===== config.mk =====
export PLATFORM = sky130hd
export DESIGN_NAME = instr_fetch
export DESIGN_NICKNAME = d
export VERILOG_FILES = /design/src/rtl/edic_pkg.sv /design/src/rtl/instr_fetch.sv
export SDC_FILE = /design/constraint.sdc
export NUM_CORES = 1
export LEC_CHECK = 0
export CELL_PAD_IN_SITES_DETAIL_PLACEMENT = 1
export CELL_PAD_IN_SITES_GLOBAL_PLACEMENT = 2
export CORE_MARGIN = 2
export CORE_UTILIZATION = 25
export CTS_BUF_LIST = sky130_fd_sc_hd__clkbuf_16
export DETAILED_ROUTE_END_ITERATION = 7
export HOLD_SLACK_MARGIN = 0.12
export PLACE_DENSITY_LB_ADDON = 0.1
export SYNTH_ARGS = -nofsm -noshare
export SYNTH_HDL_FRONTEND = slang
export SYNTH_SLANG_ARGS = --single-unit

===== constraint.sdc =====
create_clock -name i_clk -period 1.94 [get_ports i_clk]
set_input_delay 0.582 -clock i_clk [delete_from_list [all_inputs] [get_ports i_clk]]
set_output_delay 0.582 -clock i_clk [all_outputs]
set_load 0.05 [all_outputs]

===== src/rtl/edic_pkg.sv =====
// Shared definitions for the fetch unit: state encoding and the default reset PC.
package edic_pkg;
   typedef enum logic [2:0] {
      S_START,
      S_ADDR_OP,
      S_READ_OP,
      S_ADDR_ARG,
      S_READ_ARG,
      S_VALID
   } fetch_state_t;

   localparam logic [7:0] EDIC_RESET_PC = 8'h00;
endpackage


===== src/rtl/instr_fetch.sv =====
// Two-byte instruction fetcher: addresses RAM, captures opcode and operand,
// and presents them on a valid/ready handshake with redirect support.
module instr_fetch
   import edic_pkg::*;
#(
   parameter logic [7:0] RESET_PC = EDIC_RESET_PC
) (
   input  logic       i_clk,
   input  logic       i_nReset,
   output logic [7:0] o_ramAddress,
   output logic       o_ramAddressEn,
   output logic       o_ramDataSelect,
   output logic       o_ramOutEnable,
   input  logic [7:0] i_ramData,
   input  logic       i_jumpEn,
   input  logic [7:0] i_jumpAddr,
   output logic       o_instrValid,
   input  logic       i_instrReady,
   output logic [7:0] o_opcode,
   output logic [7:0] o_operand,
   output logic [7:0] o_pc
);

   fetch_state_t r_state;
   fetch_state_t w_next;
   logic [7:0]   r_pc;
   logic [7:0]   r_opcode;
   logic [7:0]   r_operand;
   logic [7:0]   r_instrPc;
   logic         w_jump;

   // A redirect is only honoured once the unit has left its post-reset state.
   assign w_jump = i_jumpEn && (r_state != S_START);

   always_ff @(posedge i_clk or negedge i_nReset) begin
      if (!i_nReset) r_state <= S_START;
      else           r_state <= w_next;
   end

   always_comb begin
      w_next = r_state;
      case (r_state)
         S_START:    w_next = S_ADDR_OP;
         S_ADDR_OP:  w_next = S_READ_OP;
         S_READ_OP:  w_next = S_ADDR_ARG;
         S_ADDR_ARG: w_next = S_READ_ARG;
         S_READ_ARG: w_next = S_VALID;
         S_VALID:    if (i_instrReady) w_next = S_ADDR_OP;
         default:    w_next = S_START;
      endcase
      if (w_jump) w_next = S_ADDR_OP;
   end

   // Enables come straight from the state register so reset forces them low.
   always_comb begin
      o_ramAddressEn = (r_state == S_ADDR_OP) || (r_state == S_ADDR_ARG);
      o_ramOutEnable = (r_state == S_READ_OP) || (r_state == S_READ_ARG);
      o_instrValid   = (r_state == S_VALID);
   end

   always_ff @(posedge i_clk or negedge i_nReset) begin
      if (!i_nReset) begin
         r_pc      <= RESET_PC;
         r_opcode  <= 8'h00;
         r_operand <= 8'h00;
         r_instrPc <= RESET_PC;
      end else if (w_jump) begin
         r_pc <= i_jumpAddr;
      end else begin
         case (r_state)
            S_ADDR_OP: r_instrPc <= r_pc;
            S_READ_OP: begin
               r_opcode <= i_ramData;
               r_pc     <= r_pc + 8'd1;
            end
            S_READ_ARG: begin
               r_operand <= i_ramData;
               r_pc      <= r_pc + 8'd1;
            end
            default: ;
         endcase
      end
   end

   assign o_ramAddress    = r_pc;
   assign o_ramDataSelect = 1'b0;
   assign o_opcode        = r_opcode;
   assign o_operand       = r_operand;
   assign o_pc            = r_instrPc;

endmodule


### Yosys cells after proc, flatten, opt, wreduce, memory -nomap -nowiden

Cells that the tools add are included.

* input bits: 20
* output and inout port bits: 36
* bits in registers: 35
* word-level logic and storage cells: 28

* equality and inequality tests: 6
* bitwise gates (word level): 1
* $add $sub $neg: 1
* mux-type cells: 5
* reductions and logical operators: 10

Operator list (number)
* $pmux 3 s6: 1
* $mux 8: 2
* $add 8x1->8 const B: 1
* $eq 3x2->1 const B: 2
* $eq 3x3->1 const B: 2
* $mux 3: 2
* $reduce_and 2->1: 3
* $eq 3x1->1 const B: 1
* $logic_not 3->1: 1
* $ne 3x1->1 const B: 1
* $reduce_bool 3->1: 1
* $logic_or 1x1->1: 2
* $reduce_bool 2->1: 1
* $reduce_or 2->1: 1
* $logic_and 1x1->1: 1
* $not 1->1: 1

### Longest topological paths before layout

Gate-level depths: netlist of the first run.

* word-level depth: 4
* gate-level depth with buffers: 5

### Worst setup path after synthesis of the first run

Ideal clock, no wire load.

* path kind: register -> output
* from: register r_state[2]
* to: output o_ramOutEnable
* arrival: 1.481 ns
* setup slack: -0.123 ns
* cell stages (with the launch flop): 4
* path buffers: 1
* path through: dfrtp_1 buf_6 xnor2_2 nor2_1

* longest elaborated chain between the ends: 2
* elaborated cells on any way between the ends: 3
* classes of those cells: eq/ne: 2; reduce/logical: 1

RTL lines
* start: declaration: RTL line instr_fetch.sv:24 `fetch_state_t r_state;`
* start signal: assignment: RTL line instr_fetch.sv:37 `else r_state <= w_next;`
* $eq 3x2->1 / $eq 3x3->1 (equally long branches): RTL line instr_fetch.sv:57 `o_ramOutEnable = (r_state == S_READ_OP) || (r_state == S_READ_ARG);`
* $logic_or 1x1->1 *: RTL line instr_fetch.sv:57
* end: declaration: RTL line instr_fetch.sv:13 `output logic o_ramOutEnable,`

Every way passes the cells marked *; elsewhere a longest branch is shown, timed or not.

### Final worst setup path of the first run

* from: register r_state[1]
* to: output o_instrValid

* longest elaborated chain between the ends: 1

RTL lines
* $eq 3x3->1: RTL line instr_fetch.sv:58 `o_instrValid = (r_state == S_VALID);`
* end: declaration: RTL line instr_fetch.sv:17 `output logic o_instrValid,`

No other way between the ends.

==> run_summary.xml, run 1 <==
<?xml version="1.0" encoding="UTF-8"?>
<metrics>
  <group name="clock_tree">
    <metric name="cts.sink_count" unit="">35</metric>
    <metric name="ctsLongestPathBuffers" unit="">2</metric>
    <metric name="clock_insertion_delay_worst_skew" unit="ps">270</metric>
    <metric name="cts_hold_buffers" unit="">0</metric>
    <metric name="post_cts_clock_slew_at_the_launch_and_capture_registers_of_the_worst_setup_and_hold_paths" unit="ps">50</metric>
    <metric name="cts.htree.levels" unit="">2</metric>
    <metric name="cts_buffers" unit="">5</metric>
    <metric name="post-cts-setup-buffer-count" unit="">0</metric>
    <metric name="ctsRootBufferMaster" unit="">clkbuf_16</metric>
    <metric name="tritoncts" unit="">done</metric>
  </group>
  <group name="power_and_ir_drop">
    <metric name="switching_power" unit="mW">1.99</metric>
    <metric name="power.share.clock" unit="%">16.9</metric>
    <metric name="power_per_cell_area" unit="mW/mm^2">1790</metric>
    <metric name="power_report.internal_total" unit="mW">2.36</metric>
    <metric name="max-vdd-ir-drop" unit="uV">1090</metric>
    <metric name="power_frac_seq" unit="%">29.6</metric>
    <metric name="p_total" unit="mW">4.35</metric>
    <metric name="leakagePower" unit="nW">1.04</metric>
    <metric name="combinationalPowerShare" unit="%">53.5</metric>
    <metric name="switching_share" unit="%">45.8</metric>
  </group>
  <group name="logic_synthesis">
    <metric name="postSynth.asyncResetShare" unit="%">100</metric>
    <metric name="compound_gate_fraction_of_synth_area" unit="%">5.52</metric>
    <metric name="synth-main-ff-cell" unit="">dfrtp_1</metric>
    <metric name="syn_area" unit="sq mm">0.00159</metric>
    <metric name="synthDominantCellAreaShare" unit="%">55.2</metric>
    <metric name="synth.cells.most_frequent" unit="">dfrtp_1 (35), mux2_2 (24), a21oi_1 (10)</metric>
    <metric name="yosys.area.top_type" unit="">dfrtp_1</metric>
    <metric name="edff_count_synth" unit="">0</metric>
    <metric name="post_synth_and_or_nand_nor_area_fraction" unit="%">12.8</metric>
    <metric name="synth.yosys.warnings" unit="">0</metric>
    <metric name="muxShareOfSynthArea" unit="%">17.7</metric>
    <metric name="seq_area_frac_synth" unit="%">55.2</metric>
    <metric name="synth_fp_nets" unit="">138</metric>
    <metric name="xor_xnor_fraction_of_synth_area" unit="%">4.34</metric>
    <metric name="post-synth-top-count-cell" unit="">dfrtp_1</metric>
    <metric name="syn-mean-instance-area" unit="sq um">13.5</metric>
    <metric name="synth_top_family_by_area" unit="">multiplexers</metric>
    <metric name="cell_types_with_the_largest_area_share_after_synthesis" unit="">dfrtp_1 (55%), mux2_2 (17%), xnor2_1 (3.3%)</metric>
    <metric name="synth.distinct_cells" unit="">32</metric>
    <metric name="synthCells" unit="">117</metric>
    <metric name="synth_fa_ha_area_share" unit="%">0.789</metric>
    <metric name="yosys_register_bits" unit="">35</metric>
  </group>
  <group name="critical_path">
    <metric name="crit_slowest_cell" unit="">dfrtp_2</metric>
    <metric name="largest_fanout_on_the_critical_path" unit="">8</metric>
    <metric name="worst_path_largest_cell_delay" unit="ps">440</metric>
    <metric name="critPathCaptureType" unit="">output port</metric>
    <metric name="timing.critical_path.from_type" unit="">flip-flop</metric>
    <metric name="worstRegToRegCells" unit="">5</metric>
    <metric name="path_class" unit="">flip-flop to output port</metric>
    <metric name="cp.arrival" unit="ps">1300</metric>
    <metric name="timing.critical_path.cells" unit="">buf_4, and3b_1, buf_12</metric>
    <metric name="cp_data_required_time" unit="ps">1360</metric>
  </group>
  <group name="routing">
    <metric name="vias_cell" unit="">4.40</metric>
    <metric name="router_iterations_before_antenna_repair" unit="">3</metric>
    <metric name="wire_per_inst" unit="um">15.0</metric>
    <metric name="remaining_drc_errors" unit="">0</metric>
    <metric name="antenna_left" unit="">0</metric>
    <metric name="drt_iter0_drc" unit="">15</metric>
    <metric name="drt-total-wl" unit="um">3960</metric>
    <metric name="routed-via-count" unit="">1157</metric>
  </group>
  <group name="grt">
    <metric name="grt_use_met1" unit="%">15.5</metric>
    <metric name="grt_most_used_layer" unit="">met2</metric>
    <metric name="globalRouteOverflowTotal" unit="">0</metric>
    <metric name="groute.layer.met2.usage" unit="%">19.7</metric>
    <metric name="grt_first_pass_wirelength" unit="um">6760</metric>
    <metric name="first_global_vias" unit="">1338</metric>
    <metric name="grt_util_all_layers" unit="%">12.3</metric>
    <metric name="maximum_number_of_pins_on_one_net_before_global_route_repair" unit="">21</metric>
    <metric name="globalRouteMet3Util" unit="%">3.86</metric>
    <metric name="grt_antenna_before_repair" unit="">0</metric>
  </group>
  <group name="placed_design">
    <metric name="post-place-cells" unit="">255</metric>
    <metric name="place_area" unit="sq mm">0.00228</metric>
    <metric name="placement.io_buffers" unit="">54</metric>
    <metric name="place.detailed.hpwl" unit="um">3040</metric>
    <metric name="gp_congestion" unit="">0.705</metric>
  </group>
  <group name="cells_and_area">
    <metric name="utilization" unit="%">39.0</metric>
    <metric name="num-nets-final" unit="">206</metric>
    <metric name="design_area" unit="sq mm">0.00243</metric>
    <metric name="layout-area-overhead-vs-synth" unit="%">53.4</metric>
    <metric name="layout-drive-gt1-share" unit="%">48.4</metric>
    <metric name="antenna_cells_inserted" unit="">0</metric>
    <metric name="layoutNonFillerInstCount" unit="">263</metric>
  </group>
  <group name="die">
    <metric name="initial_core_util" unit="%">25.4</metric>
    <metric name="die_w" unit="um">83.6</metric>
    <metric name="dieHeight" unit="um">83.6</metric>
    <metric name="coreArea" unit="sq mm">0.00624</metric>
    <metric name="die_area" unit="sq mm">0.00699</metric>
    <metric name="fp-row-count" unit="">29</metric>
    <metric name="io_pins" unit="">56</metric>
  </group>
  <group name="sta">
    <metric name="clock.fmax" unit="MHz">530</metric>
    <metric name="final-max-slew-violation-count" unit="">0</metric>
    <metric name="finalSetupViolCount" unit="">0</metric>
    <metric name="grt_setup_unrepaired" unit="">no</metric>
    <metric name="period_needed" unit="ps">1890</metric>
    <metric name="worst_clock_skew" unit="ps">5.05</metric>
    <metric name="layout_worst_path_cycle_share" unit="%">97.2</metric>
    <metric name="final_hold_viol_count" unit="">0</metric>
  </group>
  <group name="hold_path">
    <metric name="hp-class" unit="">input port to asynchronous set/reset pin</metric>
  </group>
  <group name="flow_run">
    <metric name="cap_viol_max_count" unit="">0</metric>
  </group>
  <group name="status">
    <metric name="status" unit="">finished clean</metric>
  </group>
</metrics>
[cell families after synthesis]
group                    Yosys count
flip-flops                        35
other                              1
buffers and inverters              7
AND/OR/NAND/NOR                   27
AO/OA/AOI/OAI                     14
multiplexers                      25
XOR/XNOR                           7
adder cells (fa/ha/maj)            1
[power by group through the flow]
stage / Combinational (mW) / Clock (mW) / Sequential, mW
after floorplan: 0.525 / 0 / 2.26
after CTS: 2.36 / 0.767 / 1.29
final: 2.33 / 0.736 / 1.29
after global routing: 2.43 / 0.805 / 1.34
after detailed placement: 2.34 / 0 / 1.30
after global placement: 2.32 / 0 / 1.28
[sequential cells by signal, summed over array words and instances, names as in the netlist]
register / cells
r_state: 3
o_ramAddress: 8
o_opcode: 8
o_operand: 8
o_pc: 8
[worst max-delay path, delay by kind of cell, from the launching register on]
family                 cells  cell delay [ps]
DFF                        1              440
buffers and inverters      2              330
and+or+nand+nor            1              260
[metrics by stage]
step | worst slack [ps] | hold WS, ps | setup TNS [ps]
floorplan | 158 | 286 | 0
global placement | -120 | 490 | -2550
detailed placement | -164 | 499 | -3380
CTS | 29.6 | 273 | 0
global route | 12.3 | 290 | 0
finish | 54.9 | 255 | 0
[layout make-up]
cell class                 instances  area [sq um]
clock buffer                       5           125
clock inverter                     3          11.3
fill                             670          3810
inverter                           1          3.75
multi-input combinational         75           669
sequential                        35           880
tap                               77          96.3
timing repair buffer              67           646
[routing by layer]
metal,vias to the layer above,share of wire (%)
met5,-,0
met4,0,1.1
met3,4,4.8
met2,27,52
met1,577,42
li1,549,-
[what timing repair did]
action / 4_1_cts / 5_1_grt
gates resized for setup: 1 / 3
gates cloned: 0 / 0
endpoints found under the setup margin: 1 / 2
hold endpoints to repair: 0 / 0
[layout by cell type, fill, tap and decap left out, types with 3 or more instances in the layout]
cell type        synthesis  routed
nor2_1                   8       7
clkdlybuf4s50_1          0      18
buf_4                    1      40
a21oi_1                 10      10
dfrtp_2                  0       3
dfrtp_1                 35      32
clkbuf_16                0       5
mux2_2                  24      24
xnor2_1                  6       6
buf_12                   0       8
[final timing paths]
check / from / endpoint / slack (ps)
min in group i_clk: o_opcode[3]$_DFFE_PN0P_ / o_opcode[3]$_DFFE_PN0P_ / 510
max in group asynchronous: i_nReset / o_opcode[3]$_DFFE_PN0P_ / 1100
min reg2reg: o_opcode[3]$_DFFE_PN0P_ / o_opcode[3]$_DFFE_PN0P_ / 510
max reg2reg: r_state[2]$_DFFE_PN0P_ / o_pc[0]$_DFFE_PN0P_ / 330
min: i_nReset / o_pc[2]$_DFFE_PN0P_ / 260
max: r_state[1]$_DFFE_PN0P_ / o_instrValid / 50
Note: power is estimated with default switching activity, not from simulation.
==> inputs of run 2 (changes only) <==
Settings changed: GPL_ROUTABILITY_DRIVEN set to 0, GPL_TIMING_DRIVEN set to 0.
==> run 2 against run 1 <==
  * Combinational power shrank 9.0%
  * Total power shrank 2.8%
  * Wire length shrank 3.4%
  * Sequential power shrank 4%
  * Critical endpoint is now o_ramOutEnable
  * Highest routed layer unchanged
==> run_summary.xml, run 2 (synthesis gave the netlist of run 1 again) <==
<?xml version="1.0" encoding="UTF-8"?>
<metrics>
  <group name="status">
    <metric name="status" unit="">finished clean</metric>
  </group>
  <group name="sta">
    <metric name="clock.fmax" unit="MHz">531</metric>
    <metric name="finalSetupViolCount" unit="">0</metric>
    <metric name="worst_clock_skew" unit="ps">4.14</metric>
    <metric name="layout_worst_path_cycle_share" unit="%">97.1</metric>
    <metric name="timing.final.ws_setup" unit="ps">56.8</metric>
    <metric name="period_needed" unit="ps">1880</metric>
    <metric name="fin_setup_tns" unit="ps">0</metric>
    <metric name="slew-limit-headroom" unit="%">46.7</metric>
    <metric name="worst_pin_slew" unit="ps">800</metric>
    <metric name="fin_worst_hold_slack" unit="ps">401</metric>
    <metric name="final-max-slew-violation-count" unit="">0</metric>
    <metric name="grt_setup_unrepaired" unit="">yes</metric>
    <metric name="final_hold_viol_count" unit="">0</metric>
  </group>
  <group name="cells_and_area">
    <metric name="layoutNonFillerInstCount" unit="">255</metric>
    <metric name="final_common_cell" unit="">dfrtp_1</metric>
    <metric name="design_area" unit="sq mm">0.00234</metric>
    <metric name="layout-area-overhead-vs-synth" unit="%">47.9</metric>
    <metric name="antenna_cells_inserted" unit="">0</metric>
    <metric name="num-nets-final" unit="">199</metric>
    <metric name="layout-drive-gt1-share" unit="%">28.7</metric>
    <metric name="utilization" unit="%">37.6</metric>
    <metric name="final_cell_mix" unit="">dfrtp_1 (34), dlygate4sd2_1 (30), mux2_2 (24)</metric>
  </group>
  <group name="placed_design">
    <metric name="place.detailed.hpwl" unit="um">2760</metric>
    <metric name="post-place-cells" unit="">247</metric>
    <metric name="place_area" unit="sq mm">0.00221</metric>
    <metric name="detailedPlace.worstSlack" unit="ps">-419</metric>
    <metric name="placement.io_buffers" unit="">53</metric>
  </group>
  <group name="die">
    <metric name="io_pins" unit="">56</metric>
    <metric name="coreArea" unit="sq mm">0.00624</metric>
    <metric name="dieHeight" unit="um">83.6</metric>
    <metric name="initial_core_util" unit="%">25.4</metric>
    <metric name="fp-row-count" unit="">29</metric>
    <metric name="die_area" unit="sq mm">0.00699</metric>
    <metric name="die_w" unit="um">83.6</metric>
  </group>
  <group name="critical_path">
    <metric name="ff_to_ff_end" unit="">o_pc[0]$_DFFE_PN0P_</metric>
    <metric name="worst_path_largest_cell_delay" unit="ps">370</metric>
    <metric name="largest_fanout_on_the_critical_path" unit="">9</metric>
    <metric name="path_class" unit="">flip-flop to output port</metric>
    <metric name="worstRegToRegCells" unit="">4</metric>
    <metric name="critPathCaptureType" unit="">output port</metric>
    <metric name="timing.critical_path.cells" unit="">buf_6, xnor2_4, nor2_4, buf_6</metric>
    <metric name="crit_slowest_cell" unit="">dfrtp_1</metric>
    <metric name="regToRegSetupSlack" unit="ps">160</metric>
    <metric name="cp_data_required_time" unit="ps">1360</metric>
    <metric name="reg2reg_from" unit="">r_state[2]$_DFFE_PN0P_</metric>
    <metric name="timing.critical_path.from_type" unit="">flip-flop</metric>
    <metric name="critical_path.most_common_cell" unit="">buf_6</metric>
    <metric name="cp.arrival" unit="ps">1300</metric>
  </group>
  <group name="routing">
    <metric name="remaining_drc_errors" unit="">0</metric>
    <metric name="wire_per_inst" unit="um">15.0</metric>
    <metric name="drt-total-wl" unit="um">3820</metric>
    <metric name="drt_iter0_drc" unit="">30</metric>
    <metric name="antenna_left" unit="">0</metric>
    <metric name="routed-via-count" unit="">1144</metric>
    <metric name="router_iterations_before_antenna_repair" unit="">3</metric>
    <metric name="vias_cell" unit="">4.49</metric>
  </group>
  <group name="power_and_ir_drop">
    <metric name="max-vdd-ir-drop" unit="uV">715</metric>
    <metric name="leakagePower" unit="nW">0.996</metric>
    <metric name="p_total" unit="mW">4.23</metric>
    <metric name="power_per_cell_area" unit="mW/mm^2">1800</metric>
  </group>
  <group name="hold_path">
    <metric name="hp-class" unit="">input port to asynchronous set/reset pin</metric>
  </group>
  <group name="grt">
    <metric name="globalRouteOverflowTotal" unit="">0</metric>
    <metric name="grt_first_pass_wirelength" unit="um">6670</metric>
    <metric name="first_global_vias" unit="">1284</metric>
    <metric name="maximum_number_of_pins_on_one_net_before_global_route_repair" unit="">36</metric>
    <metric name="grt_util_all_layers" unit="%">12.1</metric>
    <metric name="grt_antenna_before_repair" unit="">0</metric>
  </group>
  <group name="clock_tree">
    <metric name="tritoncts" unit="">done</metric>
    <metric name="cts.htree.levels" unit="">2</metric>
    <metric name="cts_buffers" unit="">5</metric>
    <metric name="cts_hold_buffers" unit="">0</metric>
    <metric name="ctsLongestPathBuffers" unit="">2</metric>
    <metric name="clock_insertion_delay_worst_skew" unit="ps">270</metric>
    <metric name="post_cts_clock_slew_at_the_launch_and_capture_registers_of_the_worst_setup_and_hold_paths" unit="ps">50</metric>
    <metric name="cts.sink_count" unit="">35</metric>
    <metric name="ctsRootBufferMaster" unit="">clkbuf_16</metric>
  </group>
  <group name="flow_run">
    <metric name="cap_viol_max_count" unit="">0</metric>
  </group>
</metrics>
-- run 2: cell count changes in the layout (fill, tap and decap cells not counted), sizes merged --
cell           before  now
buf                49    9
bufinv              0    1
clkbuf              5    8
clkinv              2    0
clkdlybuf4s50      18   17
dlygate4sd2         0   30
clkdlybuf4s15       0    1
-- run 2: critical path: cells and delay by family, from the launching register on --
kind                   cells  cell delay [ps]
XOR/XNOR                   1              170
buffers and inverters      2              330
AND/OR/NAND/NOR            1              160
flip-flops                 1              370
-- run 2: area by class of cell --
class,instances,area [sq um]
Fill cell,692,3900
Clock inverter,2,33.8
Multi-Input combinational cell,75,674
Buffer,6,50.0
Inverter,1,3.75
Sequential cell,35,877
Clock buffer,5,125
Tap cell,77,96.3
Timing Repair Buffer,54,484
-- run 2: what timing repair did --
item | in CTS | in global routing
endpoints found under the setup margin | 35 | 5
setup buffers | 0 | 1
gates resized for setup | 44 | 13
pin swaps | 0 | 1
-- run 2: worst max path at each step --
stage / depth (start not counted) / slack, ps / to / from
floorplan: 3 / 160 / o_ramOutEnable / r_state[2]$_DFFE_PN0P_
global placement: 1 / -500 / o_opcode[2]$_DFFE_PN0P_ / i_nReset
detailed placement: 4 / -420 / o_ramOutEnable / r_state[2]$_DFFE_PN0P_
CTS: 4 / -290 / o_ramOutEnable / r_state[2]$_DFFE_PN0P_
global route: 4 / -3 / o_ramOutEnable / r_state[1]$_DFFE_PN0P_
finish: 4 / 60 / o_ramOutEnable / r_state[1]$_DFFE_PN0P_
-- run 2: power by group --
part / internal (mW) / leakage (nW) / switching [mW]
Combinational: 0.657 / 0.501 / 1.47
Sequential: 1.03 / 0.414 / 0.203
Clock: 0.593 / 0.0811 / 0.277
Total: 2.28 / 0.996 / 1.95
-- run 2: metal layers --
metal  share of wire [%]  routed length, um  GRT usage (%)
met5                   0                  0              0
met4                0.60                 23           3.08
met3                 6.0                230           4.95
met2                  51               1930           19.5
met1                  43               1640           15.2
==> inputs of run 3 (changes only) <==
Settings changed: CAP_MARGIN set to 20, PLACE_DENSITY_LB_ADDON 0.1 to 0.12.
==> run 3 against run 2 <==
  * Total power shrank 2.7%
  * Clock power shrank 14%
  * First-iteration DRC count fell by 13%
  * Largest cell class unchanged
==> run_summary.xml, run 3 (synthesis gave the netlist of run 1 again) <==
<?xml version="1.0" encoding="UTF-8"?>
<metrics>
  <group name="die">
    <metric name="io_pins" unit="">56</metric>
    <metric name="die_w" unit="um">83.6</metric>
    <metric name="die_area" unit="sq mm">0.00699</metric>
    <metric name="fp-row-count" unit="">29</metric>
    <metric name="coreArea" unit="sq mm">0.00624</metric>
    <metric name="dieHeight" unit="um">83.6</metric>
    <metric name="initial_core_util" unit="%">25.4</metric>
  </group>
  <group name="cells_and_area">
    <metric name="final_cell_mix" unit="">dfrtp_1 (34), dlygate4sd2_1 (32), mux2_2 (24)</metric>
    <metric name="register_area" unit="sq um">877</metric>
    <metric name="fill_cells" unit="">695</metric>
    <metric name="layout-area-overhead-vs-synth" unit="%">47.0</metric>
    <metric name="num-nets-final" unit="">199</metric>
    <metric name="final_common_cell" unit="">dfrtp_1</metric>
    <metric name="layout-drive-gt1-share" unit="%">28.5</metric>
    <metric name="antenna_cells_inserted" unit="">0</metric>
    <metric name="multiInputGateArea" unit="sq um">674</metric>
  </group>
  <group name="clock_tree">
    <metric name="ctsLongestPathBuffers" unit="">2</metric>
    <metric name="tritoncts" unit="">done</metric>
    <metric name="post_cts_clock_slew_at_the_launch_and_capture_registers_of_the_worst_setup_and_hold_paths" unit="ps">50</metric>
    <metric name="ctsRootBufferMaster" unit="">clkbuf_16</metric>
    <metric name="cts.htree.levels" unit="">2</metric>
    <metric name="clock_insertion_delay_worst_skew" unit="ps">270</metric>
    <metric name="cts_buffers" unit="">5</metric>
    <metric name="cts.sink_count" unit="">35</metric>
  </group>
  <group name="sta">
    <metric name="worst_clock_skew" unit="ps">2.96</metric>
    <metric name="period_needed" unit="ps">1890</metric>
    <metric name="fin_setup_tns" unit="ps">0</metric>
    <metric name="fin_worst_hold_slack" unit="ps">391</metric>
    <metric name="final-max-slew-violation-count" unit="">0</metric>
    <metric name="worst_pin_slew" unit="ps">796</metric>
    <metric name="finalSetupViolCount" unit="">0</metric>
    <metric name="final_hold_viol_count" unit="">0</metric>
    <metric name="layout_worst_path_cycle_share" unit="%">97.4</metric>
    <metric name="slew-limit-headroom" unit="%">46.7</metric>
    <metric name="grt_setup_unrepaired" unit="">no</metric>
    <metric name="clock.fmax" unit="MHz">529</metric>
  </group>
  <group name="critical_path">
    <metric name="worst_path_largest_cell_delay" unit="ps">370</metric>
    <metric name="path_class" unit="">flip-flop to output port</metric>
    <metric name="cp_top_family" unit="">flip-flops</metric>
    <metric name="crit_slowest_cell" unit="">dfrtp_1</metric>
    <metric name="largest_fanout_on_the_critical_path" unit="">9</metric>
    <metric name="worstRegToRegCells" unit="">4</metric>
    <metric name="regToRegSetupSlack" unit="ps">130</metric>
    <metric name="cp_data_required_time" unit="ps">1360</metric>
    <metric name="timing.critical_path.from_type" unit="">flip-flop</metric>
    <metric name="critical_path.most_common_cell" unit="">buf_6</metric>
    <metric name="reg2reg_from" unit="">r_state[2]$_DFFE_PN0P_</metric>
    <metric name="cp_num_buf_inv" unit="">2</metric>
    <metric name="timing.critical_path.cells" unit="">buf_6, xnor2_4, nor2_4, buf_6</metric>
    <metric name="ff_to_ff_end" unit="">o_pc[3]$_DFFE_PN0P_</metric>
    <metric name="cp.arrival" unit="ps">1310</metric>
    <metric name="critPathCaptureType" unit="">output port</metric>
  </group>
  <group name="status">
    <metric name="status" unit="">finished clean</metric>
  </group>
  <group name="routing">
    <metric name="drt_iter0_drc" unit="">26</metric>
    <metric name="wire_per_inst" unit="um">15.3</metric>
    <metric name="routed-via-count" unit="">1153</metric>
    <metric name="antenna_left" unit="">0</metric>
    <metric name="drt-total-wl" unit="um">3920</metric>
    <metric name="router_iterations_before_antenna_repair" unit="">4</metric>
    <metric name="remaining_drc_errors" unit="">0</metric>
    <metric name="vias_cell" unit="">4.50</metric>
  </group>
  <group name="power_and_ir_drop">
    <metric name="max-vdd-ir-drop" unit="uV">716</metric>
    <metric name="power_per_cell_area" unit="mW/mm^2">1770</metric>
    <metric name="leakagePower" unit="nW">0.987</metric>
  </group>
  <group name="grt">
    <metric name="maximum_number_of_pins_on_one_net_before_global_route_repair" unit="">36</metric>
    <metric name="globalRouteOverflowTotal" unit="">0</metric>
    <metric name="grt_util_all_layers" unit="%">12.3</metric>
    <metric name="grt_first_pass_wirelength" unit="um">6760</metric>
    <metric name="grt_antenna_before_repair" unit="">0</metric>
    <metric name="first_global_vias" unit="">1312</metric>
  </group>
  <group name="placed_design">
    <metric name="placement.io_buffers" unit="">53</metric>
    <metric name="place.detailed.hpwl" unit="um">2890</metric>
  </group>
  <group name="hold_path">
    <metric name="hp-class" unit="">input port to asynchronous set/reset pin</metric>
  </group>
  <group name="flow_run">
    <metric name="cap_viol_max_count" unit="">0</metric>
  </group>
</metrics>
[run 3: layer usage]
layer	global-route usage (%)	part of all wire, %	vias to the layer above
met5	0	0	-
met3	4.25	4.5	2
met1	14.6	40	590
met2	21.3	55	24
met4	3.08	0.48	0
li1	-	-	537
[run 3: worst max-delay path by stage]
stage                     slack [ps]                     endpoint  cells after the start                        start
after detailed placement        -480               o_ramOutEnable                      4       r_state[2]$_DFFE_PN0P_
after CTS                        -30               o_ramOutEnable                      4       r_state[1]$_DFFE_PN0P_
after global routing               2              o_ramAddress[0]                      1  o_ramAddress[0]$_DFFE_PN0P_
after floorplan                  160               o_ramOutEnable                      3       r_state[2]$_DFFE_PN0P_
final                             50               o_ramOutEnable                      4       r_state[2]$_DFFE_PN0P_
after global placement          -570  o_ramAddress[0]$_DFFE_PN0P_                      1                     i_nReset
[run 3: repair_timing]
action / 4_1_cts / 5_1_grt
pin swaps: 1 / 1
gates resized for setup: 52 / 1
endpoints found under the hold margin: 0 / 0
hold buffers: 0 / 0
setup endpoints to repair: 35 / 2
buffers inserted: 0 / 1
[run 3: metrics by stage]
step | power [mW] | instance area [sq um] | setup WS, ps | utilization (%) | instances
2_1_floorplan | 2.78 | 1590 | 158 | - | 117
4_1_cts | 4.18 | 2320 | -25.4 | 37.2 | 255
3_5_place_dp | 3.60 | 2210 | -482 | 35.4 | 247
6_report | 4.12 | 2330 | 50.2 | 37.3 | 256
3_3_place_gp | 3.56 | 2210 | -570 | 35.5 | 247
5_1_grt | 4.35 | 2330 | 2.43 | 37.3 | 256
[run 3: layout make-up]
| class | count | share of cell area (%) |
|---|---|---|
| repair buffers | 54 | 20.9 |
| well taps | 77 | 4.14 |
| clock buffers | 5 | 5.37 |
| inverters | 1 | 0.161 |
| flip-flops and latches | 35 | 37.6 |
| plain buffers | 6 | 2.15 |
| clock inverters | 3 | 0.698 |
| multi-input cells | 75 | 28.9 |
[run 3: power by group]
part / leakage (nW) / internal, mW / switching (mW)
combinational: 0.502 / 0.659 / 1.48
sequential: 0.414 / 1.03 / 0.199
clock: 0.0710 / 0.467 / 0.277
